===== src/rtl/wb_arbiter.sv =====
// Writeback arbiter: merges the ALU pipe (port 0) and the load/mul-div unit (port 1)
// onto the single register-file write port, with a registered output and starvation guard.
module wb_arbiter #(
  parameter int unsigned XLen    = 32,
  parameter int unsigned NReg    = 32,
  parameter int unsigned MaxWait = 4,
  localparam int unsigned NRegWidth = $clog2(NReg)
) (
  input  logic                 clk_i,
  input  logic                 rst_ni,
  input  logic                 p0_valid_i,
  output logic                 p0_ready_o,
  input  logic [NRegWidth-1:0] p0_rd_i,
  input  logic [XLen-1:0]      p0_data_i,
  input  logic                 p1_valid_i,
  output logic                 p1_ready_o,
  input  logic [NRegWidth-1:0] p1_rd_i,
  input  logic [XLen-1:0]      p1_data_i,
  output logic                 rf_we_o,
  output logic [NRegWidth-1:0] rf_waddr_o,
  output logic [XLen-1:0]      rf_wdata_o,
  output logic                 p1_boost_o
);

  localparam logic [3:0] MaxCnt = 4'(MaxWait);

  logic [3:0] wait_cnt;
  logic       boost;
  logic       grant_p0;
  logic       grant_p1;

  // Handshake: a transfer happens on a port when valid && ready in the same cycle.
  // Ready never looks at the requester's own valid; sources hold valid/rd/data until accepted.
  assign boost      = (wait_cnt == MaxCnt);
  assign p1_boost_o = boost;
  assign p0_ready_o = !(boost && p1_valid_i);
  assign p1_ready_o = boost || !p0_valid_i;
  assign grant_p0   = p0_valid_i && p0_ready_o;
  assign grant_p1   = p1_valid_i && p1_ready_o;

  always_ff @(posedge clk_i or negedge rst_ni) begin
    if (!rst_ni) begin
      rf_we_o    <= 1'b0;
      rf_waddr_o <= '0;
      rf_wdata_o <= '0;
      wait_cnt   <= '0;
    end else begin
      // x0 writes still move address/data but never raise the write enable.
      if (grant_p1) begin
        rf_we_o    <= (p1_rd_i != '0);
        rf_waddr_o <= p1_rd_i;
        rf_wdata_o <= p1_data_i;
      end else if (grant_p0) begin
        rf_we_o    <= (p0_rd_i != '0);
        rf_waddr_o <= p0_rd_i;
        rf_wdata_o <= p0_data_i;
      end else begin
        rf_we_o <= 1'b0;
      end

      if (grant_p1 || !p1_valid_i) begin
        wait_cnt <= '0;
      end else if (wait_cnt != MaxCnt) begin
        wait_cnt <= wait_cnt + 4'd1;
      end
    end
  end

endmodule

===== config.mk =====
export PLATFORM = sky130hd
export DESIGN_NAME = wb_arbiter
export DESIGN_NICKNAME = d
export VERILOG_FILES = /design/src/rtl/wb_arbiter.sv
export SDC_FILE = /design/constraint.sdc
export NUM_CORES = 1
export LEC_CHECK = 0
export CAP_MARGIN = 20
export CORE_MARGIN = 4
export CORE_UTILIZATION = 39
export CTS_CLUSTER_DIAMETER = 50
export DETAILED_ROUTE_END_ITERATION = 7
export PLACE_DENSITY = 0.92
export SYNTH_ARGS = -nofsm -noshare
export SYNTH_HDL_FRONTEND = slang
export SYNTH_SLANG_ARGS = --single-unit
export TNS_END_PERCENT = 50

===== constraint.sdc =====
create_clock -name clk_i -period 3.55 [get_ports clk_i]
set_input_delay 0.355 -clock clk_i [delete_from_list [all_inputs] [get_ports clk_i]]
set_output_delay 0.355 -clock clk_i [all_outputs]
set_load 0.1 [all_outputs]

==> results.sh <==
export IMPL_outcome="complete, no violations"
export IMPL_portBuffers=118
export IMPL_layout_nets=349
export IMPL_dr_pass1_iters=4
export IMPL_final_cell_mix="clkdlybuf4s50_1 (114), dfrtp_1 (42), and2_1 (37), a221o_1 (37)"
export IMPL_synth_top_cell_area_share_pct=55.6
export IMPL_root_buffer="clkbuf_8"
export IMPL_synth_avg_cell_area_um2=12.3
export IMPL_insertion_delay_ns=0.28
export IMPL_layout_drive_gt1_share_pct=5.93
export IMPL_timing_slew_headroom_pct=30.8
export IMPL_final_common_cell="clkdlybuf4s50_1"
export IMPL_cts_resized=0
export IMPL_grt_pass1_vias=1819
export IMPL_ir_drop_uv=229
export IMPL_hold_viol=0
export IMPL_drt_wl_total_mm=5.51
export IMPL_row_count=25
export IMPL_yosys_area_top_type="dfrtp_1"
export IMPL_drc=0
export IMPL_slowest_delay_ns=1.16
export IMPL_synthesis_nets=234
export IMPL_vias_per_cell=5.00
export IMPL_rsz0062_at_grt="no"
export IMPL_power_density_mw_per_mm2=449
export IMPL_finalClockSkew_ns=0.00393
export IMPL_worst_slew_pin_slew_ns=1.03
export IMPL_coreArea_mm2=0.00472
export IMPL_synth_area_mm2=0.00189
export IMPL_ant_nets=0
export IMPL_place_hpwl_mm=4.07
export IMPL_finalCritPeriodShare_pct=60.8
export IMPL_syn_to_final_growth_pct=68.7
export IMPL_critical_path_cell_chain="clkdlybuf4s50_1"
export IMPL_ys_top_cells_by_area="dfrtp_1 (56%), a221o_1 (20%), and2_1 (12%)"
export IMPL_path_buf_inv=1
export IMPL_crit_cells=1
export IMPL_die_h_um=77.6
export IMPL_fin_setup_tns_ns=0
export IMPL_io_pins=119
export IMPL_ys_seq_area_share_pct=55.6
export IMPL_crit_type="reg -> out"
export IMPL_grt_pass1_wl_mm=9.04
export IMPL_place_congestion=0.710
export IMPL_grt_use_total_pct=18.8
export IMPL_avgRoutedWirePerCell_um=16.3
export IMPL_required_ns=3.19
export IMPL_synth_cells=154
export IMPL_grt_overflow_total=0
export IMPL_clk_pin_slew_worst_paths_ns=0.07
export IMPL_synth_warnings=0
export IMPL_ys_types=20
export IMPL_clock_fmax_mhz=463
export IMPL_die_area_mm2=0.00602
export IMPL_cp_arrival_ns=1.80
export IMPL_cts_tree="yes"
export IMPL_ys_seq_elements=42
export IMPL_antenna_found_initial=0
export IMPL_vias=1684
export IMPL_clk_path_buf_depth=2
export IMPL_start_util_pct=40.0
export IMPL_critPathTopFamily="buffers and inverters"
export IMPL_p_leak_nw=1.33
export IMPL_drv_cap=0
export IMPL_cts_buffers_inserted=5
export IMPL_period_needed_ns=2.16
export IMPL_htree_levels=2
export IMPL_ctsHoldBuffers=0
export IMPL_clock_sinks=42
export IMPL_finalSetupViolations=0
export IMPL_drt_initial_drc_count=101
export IMPL_utilization_pct=67.5
export IMPL_end_kind="output port"
export IMPL_die_w_um=77.6
export IMPL_post_cts_repair_setup_buffers=0
export IMPL_antennaDiodeCount=0
export IMPL_hold_path_class="in -> async"
export IMPL_slew_violations=0
export IMPL_critical_path_slowest_cell="clkdlybuf4s50_1"
export IMPL_crit_fanout=2
export IMPL_grt_max_degree=43
export IMPL_start_kind="flip-flop"
export IMPL_ff2ff_path_depth=5
-- per-stage QoR --
step           instances  hold slack [ns]  setup slack [ns]  total power, mW  area, um^2
3_3_place_gp         328            0.477              1.27             1.12        3080
3_5_place_dp         329            0.504              1.36             1.13        3100
2_1_floorplan        154           0.0594              1.17            0.930        1890
5_1_grt              337            0.287              1.24             1.49        3190
4_1_cts              337            0.234              1.39             1.44        3190
6_report             337            0.202              1.39             1.43        3190
-- cell type report --
class,count,area (um^2)
fillers,371,1540
flip-flops and latches,42,1050
clock buffers,7,86.3
well taps,67,83.8
multi-input cells,97,763
clock inverters,1,5.00
repair buffers,119,1180
inverters,4,15.0
-- synth_stat cells --
cell type,number
a21boi_1,1
a221o_1,37
a22o_1,1
and2_1,37
and2_4,1
buf_2,2
buf_4,2
buf_6,3
clkbuf_1,4
dfrtp_1,42
ha_1,2
inv_1,4
nand2_1,3
nand3_1,2
nand3b_1,1
nand4b_2,1
nor2_1,7
nor3_1,2
xnor2_1,1
xor2_1,1
-- state kept, by name (all words and copies together), names as in the netlist --
signal      flops
rf_we_o         1
rf_wdata_o     32
rf_waddr_o      5
wait_cnt        4
-- cell families (layout without fill, tap and decap cells) --
family | count (synthesis) | count (layout) | share of synthesized area, %
AND/OR/NAND/NOR | 54 | 54 | 17.0
flip-flops | 42 | 42 | 55.6
AO/OA/AOI/OAI | 39 | 39 | 20.5
buffers and inverters | 15 | 131 | 4.70
adder cells (fa/ha/maj) | 2 | 2 | 1.32
XOR/XNOR | 2 | 2 | 0.927
-- report_power, final --
| group | leakage (nW) | switching, mW | internal, mW | total, mW |
|---|---|---|---|---|
| sequential | 0.514 | 0.0209 | 0.520 | 0.541 |
| clock | 0.0482 | 0.151 | 0.157 | 0.308 |
| combinational | 0.772 | 0.394 | 0.187 | 0.581 |
| total | 1.33 | 0.566 | 0.864 | 1.43 |
-- worst paths after layout --
path,from,end,slack [ns]
hold / removal,rst_ni,rf_wdata_o[26]$_DFFE_PN0P_,0.20
setup / recovery,rf_waddr_o[1]$_DFFE_PN0P_,rf_waddr_o[1],1.39
hold reg to reg,wait_cnt[0]$_DFFE_PN0P_,wait_cnt[0]$_DFFE_PN0P_,0.51
min in group clk_i,wait_cnt[0]$_DFFE_PN0P_,wait_cnt[0]$_DFFE_PN0P_,0.51
max in group asynchronous,rst_ni,rf_wdata_o[9]$_DFFE_PN0P_,2.79
setup reg to reg,wait_cnt[0]$_DFFE_PN0P_,rf_wdata_o[15]$_DFFE_PN0P_,1.44
-- layer usage --
metal	vias up	share of wire [%]	track usage, %
li1	803	-	-
met4	0	1.4	5.69
met3	6	6.3	4.87
met5	-	0	0
met1	803	41	22.5
met2	72	51	32.9
(Power assumes the default switching activity.)
